File: src/rtl/fetch_queue.sv
// fetch_queue: PC register plus DEPTH-entry fetch queue drained by decode via valid/ready.
// Latency: 1 cycle fetch-to-out_valid; 0 on an empty queue when FETCH_BYPASS_EN is defined.
// Backpressure: fetch stalls when full unless decode pops in the same cycle; redirect flushes.
module fetch_queue #(
  parameter int                ADDR_W   = 32,
  parameter int                DATA_W   = 32,
  parameter int                DEPTH    = 4,
  parameter logic [ADDR_W-1:0] RESET_PC = '0
) (
  input  logic                         clock,
  input  logic                         reset,
  output logic [ADDR_W-1:0]            address_imem,
  input  logic [DATA_W-1:0]            q_imem,
  input  logic                         redirect_valid,
  input  logic [ADDR_W-1:0]            redirect_pc,
  output logic                         out_valid,
  output logic [DATA_W-1:0]            out_instr,
  output logic [ADDR_W-1:0]            out_pc,
  input  logic                         out_ready,
  output logic [$clog2(DEPTH+1)-1:0]   count
);

  localparam int PTR_W = $clog2(DEPTH);
  localparam int CNT_W = $clog2(DEPTH+1);

  logic [ADDR_W-1:0] pc;
  logic [PTR_W-1:0]  rd_ptr;
  logic [PTR_W-1:0]  wr_ptr;
  logic [CNT_W-1:0]  cnt;
  logic [DATA_W-1:0] instr_mem [DEPTH];
  logic [ADDR_W-1:0] pc_mem    [DEPTH];

  logic pop;
  logic fetch;
  logic wr_en;
  logic rd_adv;
  logic bypass;

  assign address_imem = pc;
  assign count        = cnt;

  always_comb begin
    bypass = 1'b0;
`ifdef FETCH_BYPASS_EN
    bypass = (cnt == '0) & ~redirect_valid;
`endif
    out_valid = (cnt != '0) | bypass;
    out_instr = bypass ? q_imem : instr_mem[rd_ptr];
    out_pc    = bypass ? pc     : pc_mem[rd_ptr];
    pop       = out_valid & out_ready;
    fetch     = ~redirect_valid & ((cnt < CNT_W'(DEPTH)) | pop);
    // A bypassed word consumed directly by decode never touches storage.
    wr_en     = fetch & ~(bypass & out_ready);
    rd_adv    = pop & ~bypass;
  end

  always_ff @(posedge clock or negedge reset) begin
    if (!reset) begin
      pc     <= RESET_PC;
      rd_ptr <= '0;
      wr_ptr <= '0;
      cnt    <= '0;
    end else if (redirect_valid) begin
      pc     <= redirect_pc;
      rd_ptr <= '0;
      wr_ptr <= '0;
      cnt    <= '0;
    end else begin
      if (fetch)  pc     <= pc + ADDR_W'(1);
      if (wr_en)  wr_ptr <= wr_ptr + PTR_W'(1);
      if (rd_adv) rd_ptr <= rd_ptr + PTR_W'(1);
      case ({wr_en, rd_adv})
        2'b10:   cnt <= cnt + CNT_W'(1);
        2'b01:   cnt <= cnt - CNT_W'(1);
        default: cnt <= cnt;
      endcase
    end
  end

  always_ff @(posedge clock or negedge reset) begin
    if (!reset) begin
      for (int i = 0; i < DEPTH; i++) begin
        instr_mem[i] <= '0;
        pc_mem[i]    <= '0;
      end
    end else if (wr_en) begin
      instr_mem[wr_ptr] <= q_imem;
      pc_mem[wr_ptr]    <= pc;
    end
  end

endmodule

File: config.mk
export PLATFORM = sky130hd
export DESIGN_NAME = fetch_queue
export DESIGN_NICKNAME = d
export VERILOG_FILES = /design/src/rtl/fetch_queue.sv
export SDC_FILE = /design/constraint.sdc
export NUM_CORES = 1
export LEC_CHECK = 0
export BUFFER_PORTS_ARGS = -buffer_cell sky130_fd_sc_hd__buf_2
export CORE_UTILIZATION = 63
export CTS_CLUSTER_DIAMETER = 200
export CTS_CLUSTER_SIZE = 12
export DETAILED_ROUTE_END_ITERATION = 10
export GPL_ROUTABILITY_DRIVEN = 0
export GPL_TIMING_DRIVEN = 1
export PLACE_DENSITY_LB_ADDON = 0.08
export SYNTH_ARGS = -nofsm -noshare
export SYNTH_HDL_FRONTEND = slang
export SYNTH_SLANG_ARGS = --single-unit
export TNS_END_PERCENT = 1
File: constraint.sdc
create_clock -name clock -period 3.6 [get_ports clock]
set_clock_uncertainty 0.2 [all_clocks]
set_input_delay 0 -clock clock [delete_from_list [all_inputs] [get_ports clock]]
set_output_delay 0 -clock clock [all_outputs]
set_load 0.005 [all_outputs]
### After elaboration in Yosys (flattened, before gate mapping)

Cells that the tools add are included.

* input bits: 68
* output and inout bits: 100
* bits in registers: 295

* reductions and logical operators: 5
* bitwise operators: 6
* magnitude comparators: 4
* add/subtract/negate cells: 5
* eq/ne operators: 2
* multiplexer cells: 18

Operators with widths (count)
* bitwise mux 128 bit: 2
* 2-to-1 mux 32 bit: 7
* binary-select mux 32 bit (select 2 bit): 2
* demux 32 bit (select 2 bit): 1
* adder 32 x 1 -> 32 bit, second input constant: 1
* 2-to-1 mux 2 bit: 4
* >= comparator 3 bit, second input constant: 2
* inverter 2 -> 3 bit: 2
* case mux 3 bit (2 select lines): 1
* nonzero test 3 bit: 2
* adder 2 x 1 -> 2 bit, second input constant: 2
* nonzero test 2 bit: 2
* adder 3 x 1 -> 3 bit, second input constant: 1
* < comparator 3 x 1 -> 1 bit, second input constant: 1
* < comparator 3 bit, second input constant: 1
* 2-to-1 mux 3 bit: 1
* subtractor 3 x 1 -> 3 bit, second input constant: 1
* bitwise AND 1 bit: 2
* == test 2 x 1 -> 1 bit, second input constant: 1
* == test 2 bit, second input constant: 1
* logical AND 1 bit: 1
* inverter 1 bit: 1
* bitwise OR 1 bit: 1

### Logic depth before layout (Yosys ltp)

Gate-level depths: netlist of run 1.

* depth after elaboration: 7
* depth in mapped cells: 8
* depth with buffers taken out: 6

### Worst setup path before layout of run 1

No wires, ideal clock.

* path kind: register to register
* from: register cnt[2], in the netlist count[2]
* to: register pc[16], in the netlist address_imem[16]
* required time: 3.275 ns
* stages on the path, launching flop included: 7
* library setup time: 0.125 ns
* data arrival time: 1.829 ns
* path buffers: 1
* path slack: 1.446 ns
* cells stage by stage: dfrtp_1 -> nor2b_1 -> buf_2 -> nor4_1 -> nor4b_1 -> xor2_1 -> mux2_2

* cells in the longest elaborated chain, start to end: 5

RTL lines
* from (decl): RTL line 29 `logic [CNT_W-1:0] cnt;`
* from (signal assigned): RTL line 73 `2'b10: cnt <= cnt + CNT_W'(1);`
* from (signal assigned): RTL line 74 `2'b01: cnt <= cnt - CNT_W'(1);`
* from (signal assigned): RTL line 75 `default: cnt <= cnt;`
* branches (longest 2 deep; another with < comparator 3 bit)
* bitwise OR 1 bit (*): RTL line 51 `fetch = ~redirect_valid & ((cnt < CNT_W'(DEPTH)) | pop);`
* bitwise AND 1 bit (*): RTL line 51
* nonzero test 2 bit (no source line) (*)
* to (signal assigned): RTL line 64 `pc <= redirect_pc;`
* to (signal assigned): RTL line 69 `if (fetch) pc <= pc + ADDR_W'(1);`
* to (decl): RTL line 26 `logic [ADDR_W-1:0] pc;`

Every way passes the cells marked *.
A chain may end at the register's enable or synchronous reset.

### Worst setup path in the final report of run 1

* from: register pc[0], in the netlist address_imem[0]
* to: register pc[24], in the netlist address_imem[24]

* cells in the longest elaborated chain, start to end: 3

RTL lines
* adder 32 x 1 -> 32 bit: RTL line 69
* 2-to-1 mux 32 bit: RTL line 69
* 2-to-1 mux 32 bit: RTL line 63 `end else if (redirect_valid) begin`

Every way passes these cells. The select of a mux whose other input is x is not followed.

==> metrics.md, run 1 <==
| Metric | Value |
|---|---|
| # H-tree levels | 1 |
| Slew of the pin with the lowest slew margin | ~860 ps |
| Largest net degree at the start of global routing | 111 |
| GRT overflow | 0 |
| Leading area contributor after synthesis | dfrtp_1 |
| Clock buffer count from CTS | 28 |
| R2r endpoint | address_imem[24] |
| Die H | ~150 um |
| LEAKAGE | 7.21 nW |
| CP startpoint | address_imem[0] |
| Fin crit share | 0.837 |
| Die area | 0.0215 sq mm |
| Slowest CP cell | or3_1 |
| All-layer global routing usage | 0.299 |
| Via-per-instance ratio | 5.95 |
| Skew-Pair Late Insertion Delay | between 500 and 600 ps |
| HPWL after detailed placement | 16.9 mm |
| First-pass GRT wire length | 49.9 mm |
| Fin nets | 1245 |
| Die W | about 150 um |
| Max Slew Vio Count | 0 |
| Core area | 0.0204 sq mm |
| Startpoint types | flop |
| Syn avg cell area | 14.8 sq um |
| FFs w/ async S/R, synth | 1.00 |
| Synth top area cells | dfrtp_1, mux2_2, mux4_2 |
| Place WS | 1030 ps |
| Post_cts resized | 0 |
| Max FO, Critical Path | 9 |
| Synthesized flop and latch total | 295 |
| Worst-path clk slew | 60 ps |
| Tmin final | 3010 ps |
| WL per Instance | about 21 um |
| CP endpoint | address_imem[24] |
| Reg-to-reg slack, setup | 590 ps |
| Number of global-route vias before repair | between 9000 and 10000 |
| PD cells | 764 mW/mm^2 |
| Cells after synthesis | 895 |
| Setup CP Type | reg -> reg |
| Count of different cell masters after synthesis | 36 |
| Predominant post-synthesis flop cell | dfrtp_1 |
| Crit-path max cell delay | 610 ps |
| Setup violators final | 0 |
| Post-synth top area share | 0.559 |
| Min-Delay Path Class | in -> reg |
| VDD IR-drop max | 0.410 mV |
| Worst flop-to-flop path startpoint | address_imem[0] |
| Met2 wire len | 15.7 mm |
| Clk sinks | roughly 300 |
| # fillers | 1136 |
| Sequential-to-total area share from yosys stat | 0.559 |
| Most frequent cell after synthesis | dfrtp_1 |
| RSZ-0062 raised after global routing | no |
| Met1 Routed Length | approximately 13 mm |
| Layout Area Growth over Synthesis | 24.4% |
| Critical path cell sequence | ha_1 -> nand2_1 -> or3_1 -> nor4_4 -> xnor2_1 -> o21ai_1 -> dlygate4sd3_1 |
| Clock Root Buffer | clkbuf_16 |
| Worst endpoint required time | 3820 ps |
| PnR worst setup slack | 587 ps |
| Pwr Total | 12.6 mW |
| Number of inserted diodes | 0 |
| Bufs on Longest Clock Path | 3 |
| Critical Path AT | between 3000 and 4000 ps |
| WL met3 | 1.59 mm |
| Top Ports | 168 |
| Syn Nets | 969 |
| Max-Cap Viols | 0 |
| Vias post-DR | 8590 |
| Layout cells sized above 1 | 0.456 |
| Worst slew margin | 0.426 |
| Post-DRT Antenna Nets | 0 |
| Final TNS setup | 0 ps |
| Max Used Layer | met4 |
| Final Hold Fails | 0 |
| EDFF count, synth | 0 |
| 1st-iter DRT viols | 461 |
| Initial core utilization | 0.649 |
| Site Rows | 52 |
| Max Fclk | between 300 and 400 MHz |
| Status | finished clean |
| Setup crit end kind | flop |
| Warnings, synthesis | 0 |
| Mapped Area | between 0.01 and 0.015 sq mm |
| CTS tree | yes |
| Most instantiated cells after synthesis | dfrtp_1, mux2_2, mux4_2, nand2_1, clkbuf_1 |
| Antenna violations before repair | 0 |
| Pre-Repair DR Iteration Count | 5 |
| R2R depth | 7 |
| PortBufs | 167 |
| Detailed-route DRC error count | 0 |
| Post-Route WL | 30.7 mm |
==> area by class of cell <==
type | count | area (sq um) | area share
clock buffers | 31 | 733 | 0.0446
clock inverters | 1 | 7.51 | 0.000457
inverters | 5 | 18.8 | 0.00114
multi-input cells | 523 | 5530 | 0.336
flip-flops and latches | 295 | 7390 | 0.450
well taps | 270 | 338 | 0.0206
repair buffers | 318 | 2420 | 0.147
==> stage by stage <==
stage                     std cells  hold slack, ps  utilization  instance area (sq um)
final                          1443            88.9        0.807                  16400
after global routing           1443            73.1        0.807                  16400
after CTS                      1443            13.9        0.807                  16400
after detailed placement       1274           -60.5        0.703                  14300
after global placement         1274           -60.2        0.703                  14300
after floorplan                 895            -496            -                  13200
==> cells in the final DEF, fill, tap and decap left out, types with 2 or more instances in the layout <==
master / count
o21ai_0: 33
or3_1: 2
a21oi_1: 3
xor2_1: 17
dfrtp_1: 293
and3_1: 8
inv_1: 5
nor3_1: 7
clkbuf_16: 29
clkbuf_1: 2
nand2_4: 4
buf_4: 6
nor2_1: 11
ha_1: 5
nand3_1: 8
nor4_2: 2
and2_1: 2
mux2_2: 249
and4_1: 2
nand4_1: 14
buf_12: 8
o21ai_1: 7
buf_2: 166
xnor2_1: 18
nand2_1: 55
mux4_2: 64
nor4_1: 2
dlygate4sd3_1: 137
==> cell families after synthesis <==
kind of cell	count (synthesis)	synth area share
multiplexers	314	0.322
flip-flops	295	0.559
AND/OR/NAND/NOR	125	0.0481
buffers and inverters	77	0.0249
AO/OA/AOI/OAI	43	0.0163
XOR/XNOR	35	0.0232
adder cells (fa/ha/maj)	6	0.00625
==> worst min-delay path by stage <==
stage | startpoint | to | slack, ps | cells after the start
3_5_place_dp | reset | instr_mem[86] | -60 | 1
3_3_place_gp | reset | instr_mem[86] | -60 | 1
2_1_floorplan | reset | address_imem[0] | -500 | 0
6_report | q_imem[21] | instr_mem[53] | 90 | 3
4_1_cts | redirect_pc[16] | address_imem[16] | 10 | 3
5_1_grt | q_imem[18] | instr_mem[18] | 70 | 3
==> critical path, delay by kind of cell (launching register included) <==
family                   cells  cell delay, ps
AND/OR/NAND/NOR              3            1020
buffers and inverters        1             590
XOR/XNOR                     1             170
adder cells (fa/ha/maj)      1             270
flip-flops                   1             550
AO/OA/AOI/OAI                1              90
==> per-layer routing <==
| layer | track usage | vias to the layer above |
|---|---|---|
| met5 | 0 | - |
| met4 | 0.0896 | 0 |
| met3 | 0.0413 | 64 |
| met1 | 0.406 | 4451 |
| li1 | - | 3791 |
| met2 | 0.509 | 284 |
==> where the power goes <==
| group | total, mW | switching, mW | leakage, nW | internal (mW) |
|---|---|---|---|---|
| clock network | 2.57 | 1.15 | 0.360 | 1.42 |
| logic | 4.27 | 1.56 | 3.27 | 2.72 |
| registers | 5.72 | 0.925 | 3.58 | 4.79 |
==> state kept, by name, summed over array words and instances, names as in the netlist <==
signal	cells
instr_mem	128
pc_mem	128
address_imem	32
count	3
rd_ptr	2
wr_ptr	2
==> timing repair <==
action                                  in CTS  in global routing
endpoints found under the hold margin      462                  0
hold buffers                               137                  0
endpoints found under the setup margin       0                  0
setup buffers                                0                  0
No activity file was read; power rests on OpenSTA's default activity.
==> run 2, diff against run 1 <==
Settings changed: CORE_UTILIZATION 63 to 52.
Clock period 3.6 ns to 2.6 ns, I/O delays scaled along.
==> metrics.md, run 2 (same netlist as run 1, synthesis figures left out) <==
| Metric | Value |
|---|---|
| Startpoint types | flop |
| CTS tree | yes |
| Max-Cap Viols | 0 (unchanged) |
| CP Buf/Inv Count | 1 (unchanged) |
| Placement-stage cell area | 0.0146 sq mm (+2.1%) |
| VDD IR-drop max | 0.660 mV (+61%) |
| Pre-Repair DR Iteration Count | 5 (unchanged) |
| Layout Cells excl Fill | 1505 (+4.3%) |
| Vias post-DR | 8364 (-2.6%) |
| Worst slew margin | 0.527 (+0.101) |
| First-pass GRT wire length | 49.9 mm (-0.17%) |
| RSZ-0062 raised after global routing | no |
| Max Slew Vio Count | 0 (unchanged) |
| Via-per-instance ratio | 5.56 (-6.6%) |
| Critical Path AT | 2710 ps (-520 ps) |
| CP top delay family | simple AND/OR/NAND/NOR gates |
| Slew of the pin with the lowest slew margin | 707 ps (-154 ps) |
| Design area | 0.0167 sq mm (+1.5%) |
| FF+latch area | 0.00739 sq mm (about the same) |
| Die H | 161 um (+9.9%) |
| Skew-Pair Late Insertion Delay | 540 ps (about the same) |
| Setup CP Type | reg -> reg |
| 1st-iter DRT viols | 373 (-19%) |
| Detailed-route DRC error count | 0 (unchanged) |
| Bufs on Longest Clock Path | 3 (unchanged) |
| Layout Area Growth over Synthesis | 26.3% |
| Largest net degree at the start of global routing | 72 (-35%) |
| Multi-input logic area | 0.00554 sq mm (+0.32%) |
| Commonest non-fill, non-tap cell in the layout | dfrtp_1 |
| Die W | 161 um (+9.9%) |
| Top Ports | 168 (unchanged) |
| Final Hold Fails | 0 (unchanged) |
| # H-tree levels | 1 (unchanged) |
| Setup violators final | 0 (unchanged) |
| Antenna violations before repair | 0 (unchanged) |
| Placed insts | 1346 (+5.7%) |
| Clk sinks | 295 (unchanged) |
| Clock buffer count from CTS | 28 (unchanged) |
| Final core utilization | 0.678 (-0.129) |
| Number of global-route vias before repair | 9102 (-2.6%) |
| Post-Route WL | 30.3 mm (-1.3%) |
| Post-DRT Antenna Nets | 0 (unchanged) |
| Min-Delay Path Class | in -> reg |
| Status | finished clean |
| Site Rows | 57 (+9.6%) |
| PnR worst setup slack | 172 ps (-415 ps) |
| Final TNS setup | 0 ps (unchanged) |
| Worst endpoint required time | 2880 ps (-940 ps) |
| Clock Root Buffer | clkbuf_16 |
| Critical path cell sequence | nand2b_1 -> and3_2 -> nand4_1 -> xor2_1 -> o21ai_0 -> dlygate4sd3_1 |
| HPWL after detailed placement | 18.2 mm (+7.5%) |
| Worst-path clk slew | 60 ps (about the same) |
| PortBufs | 167 (unchanged) |
| Initial core utilization | 0.537 (-0.112) |
| Max Fclk | 412 MHz (+24%) |
| Most frequent cells in the layout | dfrtp_1, mux2_2, buf_2 |
| Slowest CP cell | dlygate4sd3_1 |
| Number of inserted diodes | 0 (unchanged) |
| Setup crit end kind | flop |
| Layout cells sized above 1 | 0.474 (+0.0181) |
| Tmin final | 2430 ps (-585 ps) |
| Place WS | 304 ps (-727 ps) |
| PD cells | 1050 mW/mm^2 (+37%) |
| Fin nets | 1253 (+0.64%) |
| GRT overflow | 0 (unchanged) |
| Die area | 0.0260 sq mm (+21%) |
| Max FO, Critical Path | 8 (-1) |
| Fin crit share | 0.934 (+0.0968) |
| Crit-path max cell delay | 590 ps (-20 ps) |
| WL per Instance | 20.1 um (-5.4%) |
| All-layer global routing usage | 0.245 (-0.0548) |
| # fillers | 1761 (+55%) |
| LEAKAGE | 7.30 nW (+1.3%) |
| Core area | 0.0246 sq mm (+21%) |
| Worst Hold Slack | 56.1 ps (-32.9 ps) |
| Pwr Total | 17.5 mW (+39%) |
[run 2: metal layers]
metal	routed length [um]	GRT usage	vias to the layer above	part of all wire
met5	0	0	-	0
met4	582	0.0553	0	0.019
met2	14800	0.408	165	0.49
li1	-	-	3803	-
met3	1390	0.0403	37	0.046
met1	13500	0.339	4359	0.45
[run 2: report_power, final]
part / internal [mW] / switching, mW / leakage, nW
clock network: 1.96 / 1.62 / 0.360
logic: 3.89 / 2.22 / 3.36
registers: 6.63 / 1.14 / 3.58
total: 12.5 / 4.98 / 7.30
[run 2: layout make-up]
| type | count | area share |
|---|---|---|
| clock inverters | 1 | 0.000450 |
| clock buffers | 31 | 0.0440 |
| inverters | 5 | 0.00113 |
| multi-input cells | 523 | 0.332 |
| flip-flops and latches | 295 | 0.443 |
| repair buffers | 326 | 0.155 |
| well taps | 324 | 0.0243 |
[run 2: repair_timing]
action / in CTS / in global routing
pin swaps: 0 / 0
gates resized for setup: 0 / 5
endpoints found under the hold margin: 462 / 0
hold buffers: 126 / 0
setup endpoints to repair: 4 / 7
buffers inserted: 1 / 0
[run 2: worst paths after layout]
path | from | to | slack (ps) | cells after the start
hold / removal | redirect_pc[16] | address_imem[16] | 60 | 3
min in group asynchronous | reset | pc_mem[35] | 440 | 4
setup reg to reg | count[2] | address_imem[13] | 170 | 6
max in group asynchronous | reset | pc_mem[23] | 1380 | 4
hold reg to reg | pc_mem[111] | pc_mem[111] | 280 | 2
setup / recovery | count[2] | address_imem[13] | 170 | 6
[run 2: worst register-to-register path: cells and delay by family, from the launching register on]
kind / cells / cell delay [ps]
AO/OA/AOI/OAI: 1 / 200
XOR/XNOR: 1 / 170
buffers and inverters: 1 / 590
flip-flops: 1 / 410
AND/OR/NAND/NOR: 3 / 790
==> run 3, diff against run 2 <==
Settings changed: CORE_UTILIZATION 52 to 58.
Clock period 2.6 ns to 2.65 ns, I/O delays scaled along.
==> metrics.md, run 3 (same netlist as run 1, synthesis figures left out) <==
| Metric | Value |
|---|---|
| Max-Cap Viols | 0 (unchanged) |
| First-pass GRT wire length | 48.9 mm (-2.0%) |
| Via-per-instance ratio | 5.82 (+4.6%) |
| Clock buffer count from CTS | 28 (unchanged) |
| Final Hold Fails | 0 (unchanged) |
| Layout Cells excl Fill | 1442 (-4.2%) |
| Switching share of power | 0.285 (about the same) |
| Die H | 153 um (-5.2%) |
| Max Slew Vio Count | 0 (unchanged) |
| CTS tree | yes |
| Top Ports | 168 (unchanged) |
| Worst-path clk slew | 60 ps (about the same) |
| Layout cells sized above 1 | 0.478 (+0.00431) |
| Post-DRT Antenna Nets | 0 (unchanged) |
| VDD IR-drop max | 0.891 mV (+35%) |
| Clk sinks | 295 (unchanged) |
| Status | finished clean |
| Design area | 0.0165 sq mm (-1.4%) |
| Post-Route WL | 29.4 mm (-3.0%) |
| Vias post-DR | 8386 (+0.26%) |
| Clock Root Buffer | clkbuf_16 |
| Min-Delay Path Class | in -> reg |
| Site Rows | 54 (-5.3%) |
| Detailed-route DRC error count | 0 (unchanged) |
| # H-tree levels | 1 (unchanged) |
| All-layer global routing usage | 0.264 (+0.0195) |
| Sequential Power Share | 0.452 (+0.007) |
| 1st-iter DRT viols | 367 (-1.6%) |
| Slew of the pin with the lowest slew margin | 684 ps (-22.6 ps) |
| Placement-stage cell area | 0.0145 sq mm (-0.68%) |
| Placed insts | 1294 (-3.9%) |
| Commonest non-fill, non-tap cell in the layout | dfrtp_1 |
| Final TNS setup | 0 ps (unchanged) |
| Startpoint types | flop |
| WL per Instance | 20.4 um (+1.2%) |
| Layout Area Growth over Synthesis | 24.6% |
| RSZ-0062 raised after global routing | no |
| HPWL after detailed placement | 17.9 mm (-1.9%) |
| Setup CP Type | reg -> reg |
| Most frequent cells in the layout | dfrtp_1, mux2_2, buf_2 |
| Die W | 153 um (-5.2%) |
| Largest net degree at the start of global routing | 75 (+4.2%) |
| Antenna violations before repair | 0 (unchanged) |
| Worst endpoint required time | 2920 ps (+40 ps) |
| Max Fclk | 390 MHz (-5.4%) |
| Max FO, Critical Path | 4 (-4) |
| Tmin final | 2570 ps (+137 ps) |
| Number of global-route vias before repair | 9025 (-0.85%) |
| Skew-Pair Late Insertion Delay | 540 ps (about the same) |
| Pre-Repair DR Iteration Count | 4 (-1) |
| Fin nets | 1235 (-1.4%) |
| Comb power frac | 0.343 (-0.007) |
| Sw power | 4.87 mW (-2.3%) |
| Setup crit end kind | flop |
| Initial core utilization | 0.598 (+0.0610) |
| GRT overflow | 0 (unchanged) |
| Worst slew margin | 0.542 (+0.0151) |
| Die area | 0.0234 sq mm (-10%) |
| PD cells | 1040 mW/mm^2 (-1.0%) |
| Critical Path AT | 2840 ps (+130 ps) |
| Core area | 0.0221 sq mm (-10%) |
| Number of inserted diodes | 0 (unchanged) |
| LEAKAGE | 7.20 nW (-1.3%) |
| Clock power share | 0.205 (about the same) |
| Fin crit share | 0.968 (+0.0343) |
| Bufs on Longest Clock Path | 3 (unchanged) |
| Internal power of the cells | 12.2 mW (-2.4%) |
| PortBufs | 167 (unchanged) |
| Setup violators final | 0 (unchanged) |
run 3: cell type report:
| type | count | area, sq um |
|---|---|---|
| tap | 280 | 350 |
| clock buffer | 30 | 729 |
| multi-input combinational | 523 | 5540 |
| timing repair buffer | 308 | 2410 |
| inverter | 5 | 18.8 |
| fill | 1447 | 5640 |
| clock inverter | 1 | 7.51 |
| sequential | 295 | 7400 |
run 3: repair_timing:
| action | 4_1_cts | 5_1_grt |
|---|---|---|
| setup endpoints to repair | 0 | 10 |
| setup buffers | 0 | 0 |
| hold buffers | 117 | 0 |
| resized for setup | 0 | 11 |
| endpoints found under the hold margin | 462 | 0 |
run 3: worst max-delay path, stage by stage, from the launching register on:
cell and delay [ps]:
dfrtp_2 440, or3_1 420, and3_1 210, fa_1 480
nand2_1 50, a21oi_1 140, dlygate4sd3_1 570
run 3: final timing paths:
kind | from | to | slack [ps] | depth (start not counted)
min reg2reg | pc_mem[47] | pc_mem[47] | 280 | 2
min | redirect_pc[16] | address_imem[16] | 80 | 3
max in group asynchronous | reset | pc_mem[121] | 1040 | 5
min in group asynchronous | reset | instr_mem[86] | 390 | 3
max reg2reg | count[0] | count[1] | 80 | 6
max | count[0] | count[1] | 80 | 6
run 3: stage by stage:
step | total power [mW] | util | hold WS [ps] | setup slack, ps
2_1_floorplan | 11.3 | - | -496 | 496
3_3_place_gp | 13.2 | 0.657 | -166 | 322
3_5_place_dp | 13.5 | 0.657 | -171 | 268
4_1_cts | 17.1 | 0.744 | 53.0 | 16.6
5_1_grt | 18.0 | 0.745 | 74.1 | 2.03
6_report | 17.1 | 0.745 | 77.9 | 84.8
run 3: metal layers:
layer / routed length, um / vias to the layer above / GRT usage
met1: 12700 / 4389 / 0.358
met3: 1380 / 40 / 0.0428
met5: 0 / - / 0
met2: 14800 / 201 / 0.453
met4: 564 / 0 / 0.0592
li1: - / 3756 / -
run 3: power groups by stage:
stage / clock network [mW] / registers, mW / logic [mW]
detailed placement: 0 / 7.75 / 5.72
CTS: 3.56 / 7.67 / 5.91
global route: 3.72 / 7.97 / 6.36
floorplan: 0 / 7.21 / 4.10
finish: 3.49 / 7.71 / 5.86
global placement: 0 / 7.65 / 5.58
